===== config.mk =====
export PLATFORM = sky130hd
export DESIGN_NAME = batch_eval_scheduler_flat
export DESIGN_NICKNAME = d
export VERILOG_FILES = /design/src/rtl/batch_eval_scheduler_if.sv /design/src/rtl/batch_eval_scheduler.sv /design/src/flat_wrapper.sv
export SDC_FILE = /design/constraint.sdc
export NUM_CORES = 2
export LEC_CHECK = 0
export CORE_AREA = 2 2 308 310
export CTS_CLUSTER_SIZE = 16
export DETAILED_ROUTE_END_ITERATION = 16
export DIE_AREA = 0 0 310 312
export DONT_BUFFER_PORTS = 1
export PLACE_DENSITY = 0.51
export SLEW_MARGIN = 20
export SYNTH_ARGS = -nofsm -noshare
export SYNTH_HDL_FRONTEND = slang
export SYNTH_SLANG_ARGS = --single-unit

===== constraint.sdc =====
create_clock -name clk -period 3.9 [get_ports clk]
set_input_delay 0.78 -clock clk [delete_from_list [all_inputs] [get_ports clk]]
set_output_delay 0.78 -clock clk [all_outputs]
set_load 0.01 [all_outputs]

===== src/rtl/batch_eval_scheduler_if.sv =====
// Handshake bundle between the host/evaluator side and batch_eval_scheduler.
// The scheduler connects through the slave modport; the host side uses master.
interface batch_eval_scheduler_if #(
  parameter int MAX_BOARDS = 7,
  parameter int SLOT_BITS  = 88,
  parameter int BOARD_BITS = 84,
  parameter int SCORE_W    = 32
);
  logic                              start;
  logic [7:0]                        is_max_or_min;
  logic [7:0]                        batch_size;
  logic [SLOT_BITS*MAX_BOARDS-1:0]   batch;
  logic [BOARD_BITS-1:0]             eval_board;
  logic                              eval_start;
  logic                              eval_valid;
  logic signed [SCORE_W-1:0]         eval_score;
  logic                              busy;
  logic signed [SCORE_W-1:0]         final_evaluation;
  logic [2:0]                        best_index;
  logic                              final_evaluation_stable;
  logic                              eval_timeout;

  modport slave (
    input  start, is_max_or_min, batch_size, batch, eval_valid, eval_score,
    output eval_board, eval_start, busy, final_evaluation, best_index,
           final_evaluation_stable, eval_timeout
  );

  modport master (
    output start, is_max_or_min, batch_size, batch, eval_valid, eval_score,
    input  eval_board, eval_start, busy, final_evaluation, best_index,
           final_evaluation_stable, eval_timeout
  );
endinterface


===== src/rtl/batch_eval_scheduler.sv =====
// Issues each board of a latched batch to one shared evaluator, waits for its
// score (with timeout) and reduces the scores to a single max/min result.
module batch_eval_scheduler #(
  parameter int MAX_BOARDS     = 7,
  parameter int SLOT_BITS      = 88,
  parameter int BOARD_BITS     = 84,
  parameter int SCORE_W        = 32,
  parameter int TIMEOUT_CYCLES = 4096
) (
  input  logic                    clk,
  input  logic                    batch_eval_scheduler_reset,
  batch_eval_scheduler_if.slave   bus
);

  localparam int BATCH_BITS = SLOT_BITS * MAX_BOARDS;
  localparam int BASE_W     = $clog2(BATCH_BITS);
  localparam int TMR_W      = $clog2(TIMEOUT_CYCLES);

  typedef enum logic [2:0] {
    S_IDLE  = 3'd0,
    S_ISSUE = 3'd1,
    S_WAIT  = 3'd2,
    S_ACCUM = 3'd3,
    S_DONE  = 3'd4
  } state_t;

  state_t                    r_state;
  logic                      r_mode;
  logic [2:0]                r_n;
  logic [BATCH_BITS-1:0]     r_batch;
  logic [2:0]                r_slot;
  logic [TMR_W-1:0]          r_timer;
  logic signed [SCORE_W-1:0] r_score;
  logic                      r_skip;
  logic                      r_have_best;
  logic signed [SCORE_W-1:0] r_best;
  logic [2:0]                r_best_idx;

  logic [BOARD_BITS-1:0]     r_eval_board;
  logic                      r_eval_start;
  logic                      r_busy;
  logic signed [SCORE_W-1:0] r_final;
  logic [2:0]                r_best_index;
  logic                      r_stable;
  logic                      r_timeout;

  logic [2:0]                w_n_clamped;
  logic [BASE_W-1:0]         w_slot_base;
  logic [BOARD_BITS-1:0]     w_slot_board;
  logic                      w_unused_mode_bits;

  // Strict comparison keeps the earlier (lower-index) slot on ties.
  function automatic logic f_better(input logic mode,
                                    input logic signed [SCORE_W-1:0] cand,
                                    input logic signed [SCORE_W-1:0] best);
    return mode ? (cand > best) : (cand < best);
  endfunction

  assign w_n_clamped  = (bus.batch_size > 8'(MAX_BOARDS)) ? 3'(MAX_BOARDS)
                                                          : bus.batch_size[2:0];
  assign w_slot_base  = BASE_W'(SLOT_BITS) * BASE_W'(r_slot);
  assign w_slot_board = r_batch[w_slot_base +: BOARD_BITS];
  assign w_unused_mode_bits = ^bus.is_max_or_min[7:1];

  // Batch sequencing FSM with all result/handshake outputs registered.
  always_ff @(posedge clk or negedge batch_eval_scheduler_reset) begin
    if (!batch_eval_scheduler_reset) begin
      r_state      <= S_IDLE;
      r_mode       <= 1'b0;
      r_n          <= 3'd0;
      r_batch      <= '0;
      r_slot       <= 3'd0;
      r_timer      <= '0;
      r_score      <= '0;
      r_skip       <= 1'b0;
      r_have_best  <= 1'b0;
      r_best       <= '0;
      r_best_idx   <= 3'd0;
      r_eval_board <= '0;
      r_eval_start <= 1'b0;
      r_busy       <= 1'b0;
      r_final      <= '0;
      r_best_index <= 3'd0;
      r_stable     <= 1'b0;
      r_timeout    <= 1'b0;
    end else begin
      r_eval_start <= 1'b0;
      case (r_state)
        S_IDLE: begin
          if (bus.start) begin
            r_mode      <= bus.is_max_or_min[0];
            r_n         <= w_n_clamped;
            r_batch     <= bus.batch;
            r_slot      <= 3'd0;
            r_stable    <= 1'b0;
            r_timeout   <= 1'b0;
            r_busy      <= 1'b1;
            r_have_best <= 1'b0;
            r_best      <= '0;
            r_best_idx  <= 3'd0;
            r_state     <= (w_n_clamped == 3'd0) ? S_DONE : S_ISSUE;
          end else begin
            r_state <= S_IDLE;
          end
        end
        S_ISSUE: begin
          r_eval_board <= w_slot_board;
          r_eval_start <= 1'b1;
          r_timer      <= '0;
          r_state      <= S_WAIT;
        end
        S_WAIT: begin
          // A score arriving on the timeout cycle still counts.
          if (bus.eval_valid) begin
            r_score <= bus.eval_score;
            r_skip  <= 1'b0;
            r_state <= S_ACCUM;
          end else if (r_timer == TMR_W'(TIMEOUT_CYCLES - 1)) begin
            r_timeout <= 1'b1;
            r_skip    <= 1'b1;
            r_state   <= S_ACCUM;
          end else begin
            r_timer <= r_timer + TMR_W'(1);
          end
        end
        S_ACCUM: begin
          if (!r_skip && (!r_have_best || f_better(r_mode, r_score, r_best))) begin
            r_best      <= r_score;
            r_best_idx  <= r_slot;
            r_have_best <= 1'b1;
          end else begin
            r_have_best <= r_have_best;
          end
          if (r_slot == 3'(r_n - 3'd1)) begin
            r_state <= S_DONE;
          end else begin
            r_slot  <= r_slot + 3'd1;
            r_state <= S_ISSUE;
          end
        end
        S_DONE: begin
          r_final      <= r_best;
          r_best_index <= r_best_idx;
          r_stable     <= 1'b1;
          r_busy       <= 1'b0;
          r_state      <= S_IDLE;
        end
        default: begin
          r_state <= S_IDLE;
        end
      endcase
    end
  end

  assign bus.eval_board              = r_eval_board;
  assign bus.eval_start              = r_eval_start;
  assign bus.busy                    = r_busy;
  assign bus.final_evaluation        = r_final;
  assign bus.best_index              = r_best_index;
  assign bus.final_evaluation_stable = r_stable;
  assign bus.eval_timeout            = r_timeout;

endmodule


===== src/flat_wrapper.sv =====
// flat-port wrapper written by rule: the top's interface ports become plain ports
module batch_eval_scheduler_flat 
#(
  parameter int MAX_BOARDS     = 7,
  parameter int SLOT_BITS      = 88,
  parameter int BOARD_BITS     = 84,
  parameter int SCORE_W        = 32,
  parameter int TIMEOUT_CYCLES = 4096
)
  (clk, batch_eval_scheduler_reset, bus_start, bus_is_max_or_min, bus_batch_size, bus_batch, bus_eval_valid, bus_eval_score, bus_eval_board, bus_eval_start, bus_busy, bus_final_evaluation, bus_best_index, bus_final_evaluation_stable, bus_eval_timeout);
  batch_eval_scheduler_if #(.MAX_BOARDS(MAX_BOARDS), .SLOT_BITS(SLOT_BITS), .BOARD_BITS(BOARD_BITS), .SCORE_W(SCORE_W)) bus_i ();
  input  logic clk;
  input  logic batch_eval_scheduler_reset;
  input wire logic [$bits(bus_i.start)-1:0] bus_start;
  input wire logic [$bits(bus_i.is_max_or_min)-1:0] bus_is_max_or_min;
  input wire logic [$bits(bus_i.batch_size)-1:0] bus_batch_size;
  input wire logic [$bits(bus_i.batch)-1:0] bus_batch;
  input wire logic [$bits(bus_i.eval_valid)-1:0] bus_eval_valid;
  input wire logic [$bits(bus_i.eval_score)-1:0] bus_eval_score;
  output wire logic [$bits(bus_i.eval_board)-1:0] bus_eval_board;
  output wire logic [$bits(bus_i.eval_start)-1:0] bus_eval_start;
  output wire logic [$bits(bus_i.busy)-1:0] bus_busy;
  output wire logic [$bits(bus_i.final_evaluation)-1:0] bus_final_evaluation;
  output wire logic [$bits(bus_i.best_index)-1:0] bus_best_index;
  output wire logic [$bits(bus_i.final_evaluation_stable)-1:0] bus_final_evaluation_stable;
  output wire logic [$bits(bus_i.eval_timeout)-1:0] bus_eval_timeout;
  assign bus_i.start = bus_start;
  assign bus_i.is_max_or_min = bus_is_max_or_min;
  assign bus_i.batch_size = bus_batch_size;
  assign bus_i.batch = bus_batch;
  assign bus_i.eval_valid = bus_eval_valid;
  assign bus_i.eval_score = bus_eval_score;
  assign bus_eval_board = bus_i.eval_board;
  assign bus_eval_start = bus_i.eval_start;
  assign bus_busy = bus_i.busy;
  assign bus_final_evaluation = bus_i.final_evaluation;
  assign bus_best_index = bus_i.best_index;
  assign bus_final_evaluation_stable = bus_i.final_evaluation_stable;
  assign bus_eval_timeout = bus_i.eval_timeout;
  batch_eval_scheduler #(.MAX_BOARDS(MAX_BOARDS), .SLOT_BITS(SLOT_BITS), .BOARD_BITS(BOARD_BITS), .SCORE_W(SCORE_W), .TIMEOUT_CYCLES(TIMEOUT_CYCLES)) u_core (.clk(clk), .batch_eval_scheduler_reset(batch_eval_scheduler_reset), .bus(bus_i));
endmodule

==> metrics.md <==
| Metric | Value |
|---|---|
| Outcome | `finished, final reports clean` |
| Final cycle utilization of the critical path | `between 70 and 80%` |
| Post-Syn Nets | `4690` |
| Slew @ Worst Pin | `1.01 ns` |
| Predominant post-synthesis flop cell | `dfrtp_1` |
| Skew final | `about 0.022 ns` |
| Pin count of the biggest net entering global routing | `803` |
| Final core utilization | `a little over two fifths` |
| # fillers | `a little over 9000` |
| Critical path class | `reg -> reg` |
| Grt total ovfl | `0` |
| Post-synth top area share | `~55%` |
| CP peak stage delay | `between 0.5 and 0.6 ns` |
| DRT Wirelength | `approximately 120000 um` |
| Setup crit end kind | `flip-flop` |
| Final worst slack | `0.836 ns` |
| WL/cell | `between 20 and 25 um` |
| Htree depth | `3` |
| Starting Density | `around two fifths` |
| Cells after DPL | `between 5000 and 6000` |
| DP Area | `around 0.038 mm2` |
| DPL Wire Length | `about 77000 um` |
| P&R area growth vs syn | `12.0%` |
| Post-Syn Instances | `around 4000` |
| Area leader, netlist | `dfrtp_1` |
| WHS | `0.136 ns` |
| Die X | `just over 300 um` |
| Clock buffer depth | `3` |
| Critical path arrival | `~3.6 ns` |
| Post-synth top cells | `1956 x nand2_1, 802 x dfrtp_1, 249 x clkbuf_1` |
| Number of port buffers | `0` |
| Synth Area in Simple Gates | `a little under a quarter` |
| Syn Area/Cell | `about 9.2 um2` |
| Vias in the first global route | `around 27000` |
| Pwr/cell area | `~890 mW/mm2` |
| Setup Viol. Count Final | `0` |
| RSZ-0062 raised after global routing | `false` |
| Cell variety after synth | `between 40 and 50` |
| Mux cell area share after synthesis | `9.64%` |
| Area of the die | `slightly below 0.1 mm2` |
| Top post-synthesis cells by area | `dfrtp_1 55%, nand2_1 20%, mux4_2 5.2%, clkbuf_1 2.6%, o21ai_0 2.5%` |
| Antenna Violating Nets Remaining | `0` |
| Worst R2R End | `u_core.r_best[27]` |
| Share of layout cells above drive strength 1 | `under 10%` |
| Clock transition at path regs | `roughly 0.060 ns` |
| Post-CTS Setup Bufs | `0` |
| Layout net count | `4573` |
| Pwr Total | `between 30 and 40 mW` |
| R2R setup slack | `0.84 ns` |
| Final instance area | `0.0409 mm2` |
| Initial antenna violation count | `39` |
| Syn. warnings | `0` |
| Synth Area in Compound Gates | `6.96%` |
| CTS Root Cell | `clkbuf_16` |
| Critical path, cell by cell | `ha_1, a21oi_1, o21ai_0, a221o_1, o311ai_4, a21o_1, mux2i_4, buf_4, o21ai_1` |
| Post-Syn Area | `roughly 0.037 mm2` |
| Chip height | `roughly 310 um` |
| Period minus WS final | `slightly above 3 ns` |
| Setup TNS | `0 ns` |
| Core Rows | `112` |
| Via/cell ratio | `5.25` |
| Drt pass-1 iters | `5` |
| FMAX | `roughly 330 MHz` |
| Final Instance Count excl. Fillers | `5213` |
| Max FO, Critical Path | `13` |
| CTS buffer count | `90` |
| Count leader, synth | `nand2_1` |
| I/O pin count | `791` |
| R2r startpoint | `u_core.r_score[5]` |
| Via Count | `around 27000` |
| Seq cells post-synth | `around 800` |
| Max-cap check violation count | `0` |
| Xor and xnor area share after synthesis | `0.240%` |
| FF-to-FF path depth | `9` |
| Worst endpoint required time | `between 4 and 5 ns` |
| Crit-path slowest cell | `mux2i_4` |
| Drt drc | `0` |
| Hold Vio Cnt, Final | `0` |
| Worst Hold Class | `in -> async` |
| EDFF count, synth | `0` |
| Core footprint | `between 0.09 and 0.1 mm2` |
| Gp weighted congestion | `roughly 0.83` |
| GRT Total Usage | `between 20% and 30%` |
| Worst skew pair latency | `around 0.65 ns` |
| # resized after CTS | `0` |
| Leakage | `19.3 nW` |
| Max-slew violation count | `0` |
| Maximum vdd ir drop | `0.589 mV` |
| Slew HR | `approximately a third` |
| CTS tree | `yes` |
| First-pass GRT wire length | `174000 um` |
| # clock sinks | `roughly 800` |
| Sequential-to-total area share from yosys stat | `between 50 and 60%` |
| DP Worst Slack | `about 0.87 ns` |
| Post-synth ARST share | `100%` |
| Startpoint types | `flip-flop` |
| Largest family of logic cells by synthesized area | `simple AND/OR/NAND/NOR gates` |
| Post-Synth Adder-Cell Area | `between 1 and 1.5%` |
| DRT iter0 DRCs | `between 2000 and 2500` |
placed cells by master (no fill, tap or decap), types with 3 or more instances in the layout:
cell type      n
nand2_1     1955
dfrtp_1      798
o21ai_0      186
clkbuf_16     90
o211ai_1      89
mux2i_1       85
mux4_2        84
a211oi_1      70
nor3b_1       68
mux2_2        67
inv_1         45
nand3_1       45
buf_4         45
nand4_1       44
ha_1          35
o21ai_1       30
diode_2       27
nor2_1        24
clkbuf_8      22
clkbuf_1      19
buf_12        17
a21oi_1       16
clkinv_2      11
xnor2_1        8
nor3_1         6
a21o_1         5
bufinv_16      5
buf_16         5
or3_1          4
and4_1         3
o31ai_1        3
and3_1         3
inv_6          3
clkinvlp_4     3
dfrtp_4        3
per-layer routing:
| layer | track usage [%] | share of wire [%] | up-vias |
|---|---|---|---|
| li1 | - | - | 12900 |
| met1 | 31.5 | 42 | 13500 |
| met2 | 37.5 | 48 | 821 |
| met3 | 6.01 | 7.3 | 169 |
| met4 | 8.85 | 2.7 | 20 |
| met5 | 0 | 0.12 | - |
area by class of cell:
type	instances	area, um2	share of cell area [%]
Clock buffer	131	2630	6.42
Sequential cell	802	20100	49.1
Tap cell	1254	1570	3.84
Timing Repair Buffer	68	826	2.02
Multi-Input combinational cell	2862	15300	37.4
Inverter	46	173	0.422
Antenna cell	27	67.6	0.165
Clock inverter	23	270	0.661
worst max-delay path by stage:
stage | from | to | slack (ns) | cells after the start
after floorplan | u_core.r_score[30] | u_core.r_best[10] | 1.25 | 10
after global placement | u_core.r_best[7] | u_core.r_best[4] | 0.85 | 10
after detailed placement | u_core.r_best[5] | u_core.r_best[2] | 0.87 | 10
after CTS | u_core.r_score[5] | u_core.r_best[4] | 0.85 | 9
after global routing | u_core.r_best[5] | u_core.r_best[4] | 0.64 | 10
final | u_core.r_score[5] | u_core.r_best[27] | 0.84 | 9
power breakdown:
part	leakage, nW	total, mW	internal, mW	switching, mW
Sequential	9.95	15.1	12.1	2.99
Clock	1.42	8.46	4.97	3.49
Combinational	7.93	12.7	5.01	7.65
Total	19.3	36.3	22.1	14.1
flip-flops by register name (all words and copies together), names as in the netlist, 12 cells and up:
register                     flops
u_core.r_score                  32
u_core.r_timer                  12
u_core.bus.final_evaluation     32
u_core.r_best                   32
u_core.bus.eval_board           84
u_core.r_batch                 588
worst max-delay path, delay by kind of cell, from the launching register on:
kind | cells | cell delay, ns
adders and majority gates | 1 | 0.31
DFF | 1 | 0.42
muxes | 1 | 0.51
AOI/OAI and AO/OA | 6 | 1.37
buffers and inverters | 1 | 0.32
logic make-up after synthesis:
family / after synthesis
fa+ha+maj: 35
mux: 237
simple gates: 2167
buf+inv: 323
compound gates: 413
flops: 802
xor+xnor: 10
No activity file was read; power rests on OpenSTA's default activity.
